--- src/rtl/amadeus_mem_pkg.sv ---
// amadeus_mem_pkg: FSM states, beat sizing and job record shared by the memory-port arbiter
package amadeus_mem_pkg;
  typedef enum logic [2:0] {IDLE, ARB, RD, WR, FIN} MEM_ARB_STATE;
  localparam int JOB_ADDR_W = 32;
  localparam int JOB_LEN_W = 12;
  function automatic int beat_bytes(input int data_w);
    return data_w / 8;
  endfunction
  localparam int BEAT_BYTES = beat_bytes(128);
  typedef struct packed {
    logic [JOB_ADDR_W-1:0] addr;
    logic [JOB_LEN_W-1:0] len;
    logic write;
  } MEM_JOB;
endpackage

--- src/rtl/rr_arbiter.sv ---
// rr_arbiter: one-hot grant to the first requester at or after ptr.
// With MEM_ARB_FIXED_PRIO_EN defined, ptr is ignored and the lowest index wins.
module rr_arbiter #(
  parameter int N = 3,
  localparam int PW = $clog2(N)
) (
  input  logic [N-1:0]  req,
  input  logic [PW-1:0] ptr,
  output logic [N-1:0]  grant
);
  logic [PW-1:0] w_ptr;
  logic [PW-1:0] w_idx;
`ifdef MEM_ARB_FIXED_PRIO_EN
  assign w_ptr = '0;
`else
  assign w_ptr = ptr;
`endif
  // scan from the far end so the nearest requester to w_ptr overwrites last
  always_comb begin
    grant = '0;
    w_idx = '0;
    for (int k = N - 1; k >= 0; k--) begin
      w_idx = PW'((int'(w_ptr) + k) % N);
      if (req[w_idx]) begin
        grant = '0;
        grant[w_idx] = 1'b1;
      end
    end
  end
endmodule

--- src/rtl/mem_port_arbiter.sv ---
// mem_port_arbiter: shares one memory port among NUM_CH burst clients, one job at a time.
// Define MEM_ARB_FIXED_PRIO_EN for lowest-index-wins arbitration instead of round-robin.
module mem_port_arbiter
  import amadeus_mem_pkg::*;
#(
  parameter int NUM_CH  = 3,
  parameter int DATA_W  = 128,
  parameter int ADDR_W  = JOB_ADDR_W,
  parameter int LEN_W   = JOB_LEN_W,
  parameter int MAX_OUT = 4
) (
  input  logic                     clk,
  input  logic                     rst,
  input  logic [NUM_CH-1:0]        ch_start,
  input  logic [NUM_CH*ADDR_W-1:0] ch_base_addr,
  input  logic [NUM_CH*LEN_W-1:0]  ch_len,
  input  logic [NUM_CH-1:0]        ch_write,
  input  logic [NUM_CH-1:0]        ch_rready,
  input  logic [NUM_CH-1:0]        ch_wvalid,
  input  logic [NUM_CH*DATA_W-1:0] ch_wdata,
  output logic [NUM_CH-1:0]        ch_wack,
  output logic [NUM_CH-1:0]        ch_rvalid,
  output logic [DATA_W-1:0]        ch_rdata,
  output logic [NUM_CH-1:0]        ch_busy,
  output logic [NUM_CH-1:0]        ch_done,
  output logic [ADDR_W-1:0]        mem_addr,
  output logic [DATA_W-1:0]        mem_write_data,
  output logic                     mem_read,
  output logic                     mem_write,
  input  logic                     mem_ready,
  input  logic [DATA_W-1:0]        mem_read_data,
  input  logic                     mem_valid,
  output logic                     err
);
  localparam int CW = $clog2(NUM_CH);
  localparam int OW = $clog2(MAX_OUT) + 1;
  localparam int BB = beat_bytes(DATA_W);
  MEM_ARB_STATE r_state, w_next;
  MEM_JOB r_job [NUM_CH];
  MEM_JOB w_job;
  logic [NUM_CH-1:0] r_busy, w_gnt;
  logic [CW-1:0] r_rr, r_g, w_gidx;
  logic [ADDR_W-1:0] r_addr;
  logic [LEN_W-1:0] r_len, r_issued, r_recvd;
  logic [OW-1:0] r_out;
  logic w_free, w_rd_ld, w_wr_ld, w_ret;

  rr_arbiter #(.N(NUM_CH)) u_arb (.req(r_busy), .ptr(r_rr), .grant(w_gnt));

  always_comb begin
    w_gidx = '0;
    for (int i = 0; i < NUM_CH; i++) if (w_gnt[i]) w_gidx = CW'(i);
  end

  // the request register may be reloaded in the cycle memory takes its current content
  assign w_free  = ~(mem_read | mem_write) | mem_ready;
  assign w_rd_ld = r_state == RD && r_issued < r_len && ch_rready[r_g] && r_out != OW'(MAX_OUT) && w_free;
  assign w_wr_ld = r_state == WR && r_issued < r_len && ch_wvalid[r_g] && w_free;
  assign w_ret   = mem_valid && r_out != '0;
  assign w_job   = r_job[w_gidx];
  assign ch_busy = r_busy;
  assign ch_wack = w_wr_ld ? NUM_CH'(1) << r_g : '0;
  assign ch_done = r_state == FIN ? NUM_CH'(1) << r_g : '0;

  always_comb begin
    w_next = r_state;
    case (r_state)
      IDLE:    w_next = |r_busy ? ARB : IDLE;
      ARB:     w_next = w_job.len == '0 ? FIN : w_job.write ? WR : RD;
      RD:      w_next = r_recvd == r_len ? FIN : RD;
      WR:      w_next = r_issued == r_len && w_free ? FIN : WR;
      default: w_next = IDLE;
    endcase
  end

  always_ff @(posedge clk) begin
    if (rst) begin
      r_state <= IDLE;
      r_busy <= '0;
      r_rr <= '0;
      r_g <= '0;
      r_addr <= '0;
      r_len <= '0;
      r_issued <= '0;
      r_recvd <= '0;
      r_out <= '0;
      for (int i = 0; i < NUM_CH; i++) r_job[i] <= '0;
      mem_read <= 1'b0;
      mem_write <= 1'b0;
      mem_addr <= '0;
      mem_write_data <= '0;
      ch_rvalid <= '0;
      ch_rdata <= '0;
      err <= 1'b0;
    end else begin
      r_state <= w_next;
      for (int i = 0; i < NUM_CH; i++)
        if (ch_start[i] && !r_busy[i]) begin
          r_busy[i] <= 1'b1;
          r_job[i] <= '{addr: JOB_ADDR_W'(ch_base_addr[i*ADDR_W +: ADDR_W]),
                        len: JOB_LEN_W'(ch_len[i*LEN_W +: LEN_W]), write: ch_write[i]};
        end
      if (|(ch_start & r_busy) || (mem_valid && r_out == '0)) err <= 1'b1;
      ch_rvalid <= w_ret ? NUM_CH'(1) << r_g : '0;
      if (w_ret) ch_rdata <= mem_read_data;
      if (w_ret) r_recvd <= r_recvd + 1'b1;
      r_out <= r_out + OW'(w_rd_ld) - OW'(w_ret);
      if (w_free) begin
        mem_read <= w_rd_ld;
        mem_write <= w_wr_ld;
      end
      if (w_rd_ld || w_wr_ld) begin
        mem_addr <= r_addr;
        r_addr <= r_addr + ADDR_W'(BB);
        r_issued <= r_issued + 1'b1;
      end
      if (w_wr_ld) mem_write_data <= ch_wdata[r_g*DATA_W +: DATA_W];
      if (r_state == ARB) begin
        r_g <= w_gidx;
        r_addr <= ADDR_W'(w_job.addr);
        r_len <= LEN_W'(w_job.len);
        r_issued <= '0;
        r_recvd <= '0;
      end
      if (r_state == FIN) begin
        r_busy[r_g] <= 1'b0;
        r_rr <= r_g == CW'(NUM_CH - 1) ? '0 : r_g + 1'b1;
      end
    end
  end
endmodule

--- config.mk ---
export PLATFORM = sky130hd
export DESIGN_NAME = mem_port_arbiter
export DESIGN_NICKNAME = d
export VERILOG_FILES = /design/src/rtl/amadeus_mem_pkg.sv /design/src/rtl/rr_arbiter.sv /design/src/rtl/mem_port_arbiter.sv
export SDC_FILE = /design/constraint.sdc
export NUM_CORES = 1
export LEC_CHECK = 0
export CAP_MARGIN = 20
export CORE_AREA = 2 2 374 376
export CTS_BUF_LIST = sky130_fd_sc_hd__clkbuf_4 sky130_fd_sc_hd__clkbuf_8
export CTS_CLUSTER_SIZE = 24
export DETAILED_ROUTE_END_ITERATION = 10
export DIE_AREA = 0 0 376 378
export GPL_ROUTABILITY_DRIVEN = 0
export RECOVER_POWER = 100
export SYNTH_ARGS = -nofsm -noshare
export SYNTH_HDL_FRONTEND = slang
export SYNTH_SLANG_ARGS = --single-unit
export TNS_END_PERCENT = 10
--- constraint.sdc ---
create_clock -name clk -period 9.14 [get_ports clk]
set_input_delay 2.742 -clock clk [delete_from_list [all_inputs] [get_ports clk]]
set_output_delay 2.742 -clock clk [all_outputs]
set_load 0.1 [all_outputs]
==> Yosys cells after proc, flatten, opt, wreduce, memory -nomap -nowiden <==
Memory sizes are Yosys's and may differ from the RTL's.
Cells that the tools add are included.
{ "word_totals": {"regBits": 375, "latchBits": 0, "mem_bits_rw": 135, "romBits": 0, "input_bits": 660, "output_inout_bits": 303, "elab_cells": 143, "n_memories": 1} }
{ "mem_list": {"columns": ["name", "depth", "width", "rd", "rd_ports_with_merged_regs", "wr", "line", "source"], "rows": [
  ["r_job", 3, 45, 1, 0, 3, "mem_port_arbiter.sv:39", "MEM_JOB r_job [NUM_CH];"]
]} }
{ "op_classes": {"addsub": 8, "n_mul": 0, "div_mod_pow": 3, "n_lt_le_gt_ge": 9, "eq_ne": 8, "shift": 2, "n_mux": 55, "bitwise": 10, "n_reduce_logical": 31} }
{ "ops": {"columns": ["op", "n"], "rows": [
  ["variable part select 384 x 10 -> 128 bit", 1],
  ["2-to-1 mux 45 bit", 3],
  ["remainder unit 32 x 3 -> 32 bit, second input constant", 2],
  ["2-to-1 mux 32 bit", 2],
  ["adder 32 x 5 -> 32 bit, second input constant", 1],
  ["remainder unit 3 x 3 -> 32 bit, second input constant", 1],
  ["2-to-1 mux 1 bit", 29],
  ["2-to-1 mux 3 bit", 9],
  ["adder 12 x 1 -> 12 bit, second input constant", 2],
  ["equality test 12 bit", 2],
  ["logical AND 1 bit", 17],
  ["logical NOT 12 bit", 1],
  ["less-than comparator 12 bit", 1],
  ["less-than comparator 2 x 3 -> 1 bit, second input constant", 4],
  ["case mux 3 bit (4 select lines)", 1],
  ["binary-select mux 1 bit (select 2 bit)", 5],
  ["demux 1 bit (select 2 bit)", 4],
  [">= comparator 2 x 1 -> 1 bit, second input constant", 4],
  ["AND 3 bit", 2],
  ["equality test 3 x 2 -> 1 bit, second input constant", 2],
  ["logical NOT 3 bit", 2],
  ["OR reduction 3 bit", 2],
  ["bitwise OR 1 bit", 5],
  ["2-to-1 mux 2 bit", 2],
  ["other kinds (17)", 22]
]} }

==> Depth between registers and ports, before layout <==
An unclocked memory read counts as a cell.
{ "depth": {"depth_word": 15, "ltp_mapped": 16} }

==> Hierarchy <==
A second synthesis with hierarchy kept.
{ "hier_totals": {"hier_cells": 2519, "area_unflattened_um2": 22924.5} }
{ "modules_own_cells": {"columns": ["mod", "n_inst", "cells_per_inst", "area_each_um2", "seq_area_each_um2"], "rows": [
  ["mem_port_arbiter", 1, 2485, 22689.3, 11561.1],
  ["rr_arbiter", 1, 34, 235.2, 0.0]
]} }

==> Least setup slack after synthesis <==
No wires, ideal clock.
{ "synth_timing": {"path_type": "input to output", "from": "input port mem_ready", "to": "output port ch_wack[0]", "t_arrival_ns": 6.190, "path_slack_ns": 0.208, "cell_stages": 6, "path_buffers": 0, "path_cell_list": "inv_1 -> o21ai_0 -> nand3_1 -> a21oi_1 -> nand3_1 -> nor4_1"} }
{ "synth_via": {"elab_chain_len": 3} }
{ "synth_lines": {"columns": ["element", "line", "source"], "rows": [
  ["start: declaration", "mem_port_arbiter.sv:30", "input logic mem_ready,"],
  ["bitwise OR 1 bit", "mem_port_arbiter.sv:56", "assign w_free = ~(mem_read | mem_write) | mem_ready;"],
  ["logical AND 1 bit", "mem_port_arbiter.sv:58", "assign w_wr_ld = r_state == WR && r_issued < r_len && ch_wvalid[r_g] && w_free;"],
  ["2-to-1 mux 3 bit", "mem_port_arbiter.sv:62", "assign ch_wack = w_wr_ld ? NUM_CH'(1) << r_g : '0;"],
  ["end: declaration", "mem_port_arbiter.sv:21", "output logic [NUM_CH-1:0] ch_wack,"]
]} }
Every way passes these cells.

==> Final worst setup path <==
{ "layout_timing": {"from": "input port mem_ready", "to": "output port ch_wack[2]"} }
Same word-level chain as after synthesis.

==> metrics.md <==
| Metric | Value |
|---|---|
| Lkg Pwr | 13.3 nW |
| Hold Path Origin | ch_rdata[73] |
| Maximum vdd drop | 0.000133 V |
| Final Setup Violations | 0 |
| Critical Path AT | 5770 ps |
| Global-route wire length before repair | between 150 and 200 mm |
| Cts repair resizes | 0 |
| Worst-Margin Slew | between 3000 and 4000 ps |
| Via count | between 20000 and 25000 |
| Crit path from | mem_ready |
| R2r setup slk | 2840 ps |
| CTS Buffer Depth | 3 |
| Min Tclk post-route | 8510 ps |
| Sink Count | 510 |
| Top cells by area, synth | dfxtp_1 33%, edfxtp_1 18%, a21oi_1 7.3%, mux2i_1 7.3%, nand2_1 6.4% |
| Layout area overhead | 59.3% |
| Final ANT Viol Nets | 0 |
| Asr flop ratio synth | 0 |
| Netlist cell types | 66 |
| Max Freq | 0.117 GHz |
| Status | complete, but fails checks |
| Hold_buf cts | 0 |
| Final Hold Fails | 0 |
| Crit-path cells | dlygate4sd3_1, inv_1, o21ai_0, nand3_1, a21oi_1, nand3_1, nor3_1, clkbuf_1 |
| Cell Area, Synth | 0.0228 sq mm |
| Sequential-to-total area share from yosys stat | 0.508 |
| CP max FO | 5 |
| Fin nets | 4094 |
| Slowest library cell on the worst path | clkbuf_1 |
| Rel. slew slack | -1.66 |
| Layout Cells excl Fill | 5334 |
| Fin. max-slew vios | 703 |
| Pin count of the biggest net entering global routing | 120 |
| Multiplexer share of the synthesized area | 0.0871 |
| Post-CTS Setup Bufs | 0 |
| Die Wd | 376 microns |
| Most used cell, CP | nand3_1 |
| Hpwl dp | 94.8 mm |
| CP Capture Type | output port |
| Max cap viols | 40 |
| CP endpoint | ch_wack[2] |
| Port Buffer Count | 962 |
| CTS root buf | clkbuf_8 |
| DIE AREA | 0.142 sq mm |
| Syn avg cell area | about 9 sq um |
| CTS tree | done |
| Worst-path clk slew | around 50 ps |
| Syn nets | 3197 |
| Reg2Reg Launch Point | r_len[1] |
| Starting density of the core | 0.164 |
| Hold crit path type | reg2reg |
| CTS Buf Count | 99 |
| Most common cell after layout, fill and taps aside | clkdlybuf4s50_1 |
| DR iter-0 viols | between 1500 and 2000 |
| Vias in the first global route | 21600 |
| Synth Flop Type | dfxtp_1 |
| Post-layout util | 0.262 |
| Hold depth | 2 |
| Failing checks | capacitance limit, slew limit |
| Yosys warnings | 0 |
| Critical path class | in2out |
| Xor and xnor area share after synthesis | 0.0189 |
| # rows | ~140 |
| H-Tree Depth | 3 |
| #FFs+latches synth | 510 |
| Setup_tns | 0 ps |
| Placed insts | 5118 |
| Avg WL per Cell | about 23 microns |
| Vias/cell | 4.23 |
| Final wirelength | 121 mm |
| Largest family of logic cells by synthesized area | simple AND/OR/NAND/NOR gates |
| Top-Level Pins | 963 |
| Floorplan Core Area | around 0.14 sq mm |
| Final worst slack | between 600 and 700 ps |
| Initial antenna violation count | 53 |
| Cell taking the most area after synthesis | dfxtp_1 |
| Worst reg2reg endpoint | mem_write_data[30] |
| Post-Place Setup Slack | roughly 1000 ps |
| Power density of the placed cells | 253 mW/mm^2 |
| Share of the synthesized area in the top cell type | 0.330 |
| Gr ovfl total | 0 |
| Reg2reg path depth | 10 |
| Critical Path Max Stage Delay | 920 ps |
| Highest-count cells in the layout ignoring fill and taps | 656 x clkdlybuf4s50_1, 389 x nand2_1, 373 x dfxtp_1 |
| Crit share post-route | 0.931 |
| Chip height | approximately 380 microns |
| Fill count | 14900 |
| Later-pin clock latency in the skew report | between 800 and 900 ps |
| Worst Skew | 51.1 ps |
| Critical path required time | 6400 ps |
| Startpoint Class | primary input |
| Share of layout cells above drive strength 1 | 0.0719 |
| Number of synthesized flops with an enable pin | 135 |
| DRC Markers | 0 |
| Drt pass-1 iters | 6 |
| Synth Area in Adders | 0.0124 |
| Synth Area in Compound Gates | 0.148 |
| RSZ-0062 raised after global routing | false |
| Synthesized instance count | 2515 |
| Simple-gate share of the synthesized area | 0.189 |
| Total Routing Usage GR | 0.163 |
[cells by family after synthesis]
family | Yosys count
multiplexers | 192
AO/OA/AOI/OAI | 557
XOR/XNOR | 49
flip-flops | 510
buffers and inverters | 220
adder cells (fa/ha/maj) | 22
AND/OR/NAND/NOR | 965
[where the power goes]
| group | total (mW) | leakage (nW) | internal [mW] | switching [mW] |
|---|---|---|---|---|
| Combinational | 3.64 | 7.56 | 1.01 | 2.63 |
| Clock | 2.67 | 1.22 | 1.57 | 1.10 |
| Sequential | 2.87 | 4.49 | 2.63 | 0.242 |
| Total | 9.18 | 13.3 | 5.21 | 3.97 |
[how the worst min path moves through the flow]
stage / endpoint / slack, ps
floorplan: mem_addr[0] / 430
global placement: ch_rdata[106] / 440
detailed placement: ch_rdata[89] / 450
CTS: ch_rdata[89] / 450
global route: ch_rdata[118] / 470
finish: ch_rdata[73] / 450
[Yosys cell counts (all sizes together) (2+ instances only)]
cell,number
a211oi,160
a21boi,2
a21o,3
a21oi,333
a311oi,5
a31oi,7
and2,136
and3,16
and4,3
buf,38
clkbuf,155
dfxtp,375
edfxtp,135
ha,21
inv,27
mux2,27
mux2i,165
nand2,389
nand2b,13
nand3,15
nand3b,3
nand4,20
nor2,324
nor2b,5
nor3,14
nor4,18
o211ai,5
o21a,3
o21ai,12
o22ai,3
o2bb2ai,2
o32ai,7
or2,2
or3,4
xnor2,29
xor2,20
[state kept, by name, summed over array words and instances (netlist names)]
name and cells:
mem_write 1, ch_rvalid 3, err 1, r_addr 32, r_recvd 12, mem_write_data 128
ch_rdata 128, mem_read 1, r_out 3, r_rr 2, ch_busy 3, r_len 12
r_issued 12, r_state 3, mem_addr 32, r_job 135, r_g 2
[per-stage QoR]
stage / hold WS [ps] / area, sq um / total power, mW
2_1_floorplan: 432 / 22800 / 5.30
3_3_place_gp: 441 / 34100 / 6.62
3_5_place_dp: 446 / 34100 / 6.65
4_1_cts: 453 / 36400 / 9.38
5_1_grt: 467 / 36200 / 9.62
6_report: 448 / 36300 / 9.18
[critical path, delay by kind of cell]
family	cells	cell delay, ps
buffers and inverters	3	1790
and+or+nand+nor	3	790
AOI/OAI and AO/OA	2	430
[routing by layer]
| metal | GRT usage | routed length, microns | vias up |
|---|---|---|---|
| met3 | 0.0482 | 9400 | 228 |
| li1 | - | - | 10600 |
| met2 | 0.283 | 60700 | 931 |
| met4 | 0.0865 | 6290 | 22 |
| met5 | 0 | 183 | - |
| met1 | 0.177 | 45000 | 10800 |
[final cells by class]
class,instances,area [sq um],area share
Inverter,27,104,0.00286
Multi-Input combinational cell,1785,10400,0.287
Antenna cell,34,85.1,0.00235
Timing Repair Buffer,989,9550,0.263
Clock inverter,21,319,0.00880
Clock buffer,161,1980,0.0546
Tap cell,1807,2260,0.0624
Sequential cell,510,11600,0.319
(Power assumes the default switching activity.)
==> patch (config.mk and constraints unchanged) <==
The option `MEM_ARB_FIXED_PRIO_EN` is turned on by a define.
--- a/src/rtl/rr_arbiter.sv
+++ b/src/rtl/rr_arbiter.sv
@@ -1,5 +1,7 @@
 // rr_arbiter: one-hot grant to the first requester at or after ptr.
 // With MEM_ARB_FIXED_PRIO_EN defined, ptr is ignored and the lowest index wins.
+`define MEM_ARB_FIXED_PRIO_EN
+
 module rr_arbiter #(
   parameter int N = 3,
   localparam int PW = $clog2(N)
Formal check against the unedited RTL: no difference found for any inputs over 4 cycles, from zero or initial values and one cycle with rst high; that may be too few to reach the edited logic, so the function may still have changed.
==> patch against the unedited design <==
The flow still finishes with violations (max-capacitance violations, max-slew violations); first-iteration DRC count down 3.5%; wire length rose by 8.3%; synthesized area shrank 0.32%; power shrank 6.6%; sequential cell count fell by 2; cell area decreased by 1.2%; worst setup slack gained 0.059 ns; worst hold slack about the same; global-route usage increased by 1.5 points; non-clock buffer count grew 12.
==> patch: results (changes against the unedited design) <==
Met2 Resource Use GR = 29.5% (+1.1 points)
Global Route Usage Sum = 17.7% (+1.5 points)
Largest net degree at the start of global routing = 135 (+13%)
DP Cell Count = 5172 (+1.1%)
Clk pwr = 2.51 mW (-6%)
Switching Fraction = 42.6% (-0.70 points)
R2r worst-path depth = 6 (-4)
Fill count = 15036 (+1.1%)
Outcome = finished with violations
Inserted Clock Buffers = 98 (-1.0%)
Initial DRC count = 1642 (-3.5%)
Pleak = 12.8 nW (-3.8%)
Fraction of layout cells with a size suffix above 1 = 6.74% (-0.44 points)
Part of the Yosys area used for sequential elements = 50.8% (about the same)
Core Util, Final = 25.8% (-0.33 points)
Metal-1 WL = 48400 um (+7.7%)
Top cells by area, synth = dfxtp_1, edfxtp_1, a21oi_1
Fin Clk Skew = 0.0510 ns (-0.000152 ns)
Max-cap viol count = 53 (+33%)
Slew Limit Fails = 647 (-8.0%)
Slew margin rel. = -116% (+50 points)
Non-Filler Instances = 5383 (+0.92%)
Comb power = 3.25 mW (-11%)
Hpwl dp = 104000 um (+9.5%)
List of most frequent post-synthesis cells = nand2_1, dfxtp_1, nor2_1
WL met3 = 12100 um (+29%)
Pre-CTS WS = 1.20 ns (+0.147 ns)
Psw = 3.65 mW (-8.1%)
Violated checks = max-capacitance violations, max-slew violations
CP Data Arrival Time = 5.71 ns (-0.06 ns)
First-pass GRT wire length = 175000 um (+6.9%)
Root buf cell = clkbuf_8
WL/cell = 24.4 um (+7.3%)
Placed inst area = 33900 um2 (-0.55%)
Grt met1 use = 19.3% (+1.5 points)
Met2 WL = 62600 um (+3.2%)
Synth cell types = 68 (+3.0%)
Routed vias = 22777 (+1.0%)
Nets@finish = 4146 (+1.3%)
Maximum VDD drop = 164 uV (+23%)
Synthesized netlist net count = 3248 (+1.6%)
Vias in the first global route = 22058 (+1.9%)
M3 GR Usage = 6.15% (+1.3 points)
Antenna violations before repair = 67 (+26%)
## patch: cell count changes in the layout (fill, tap and decap cells not counted), sizes merged, moves of 15 or more
| cell | change |
|---|---|
| a211oi | -19 |
| nand2 | +27 |
| mux2 | -27 |
| mux2i | -36 |
| clkbuf | +18 |
| o22ai | +15 |
| nor2 | +35 |
| dlygate4sd3 | -31 |
| nand3 | +22 |
| o21ai | +26 |
## patch: kinds of logic (layout without fill, tap and decap cells)
family / after synthesis / after routing / share of synthesized area, %
other cells: 0 / 32 / 0
mux: 129 / 129 / 5.69
flops: 508 / 508 / 50.8
xor+xnor: 58 / 58 / 2.24
fa+ha+maj: 18 / 18 / 1.03
buf+inv: 230 / 1204 / 4.36
compound gates: 576 / 576 / 15.0
simple gates: 1051 / 1051 / 20.9
## patch: cell type report
| cell class | instances | area share (%) |
|---|---|---|
| clock buffer | 145 | 5.02 |
| multi-input combinational | 1832 | 28.6 |
| timing repair buffer | 1001 | 26.5 |
| clock inverter | 31 | 0.930 |
| tap | 1807 | 6.32 |
| inverter | 27 | 0.294 |
| sequential | 508 | 32.2 |
| antenna | 32 | 0.224 |
## patch: worst register-to-register path: stages, from the launching register on
cell	delay [ns]
dfxtp_1	0.32
buf_4	0.24
inv_2	0.49
nand2_1	0.33
a31oi_1	2.00
clkbuf_2	1.40
and2_0	0.39
## patch: worst paths after layout
kind / start / endpoint / slack [ns]
worst min-delay path: ch_rdata[97] / ch_rdata[97] / 0.45
worst min register to register: ch_rdata[97] / ch_rdata[97] / 0.45
worst max-delay path: ch_wvalid[1] / ch_wack[0] / 0.69
worst max register to register: ch_busy[0] / r_job[1][9] / 3.80
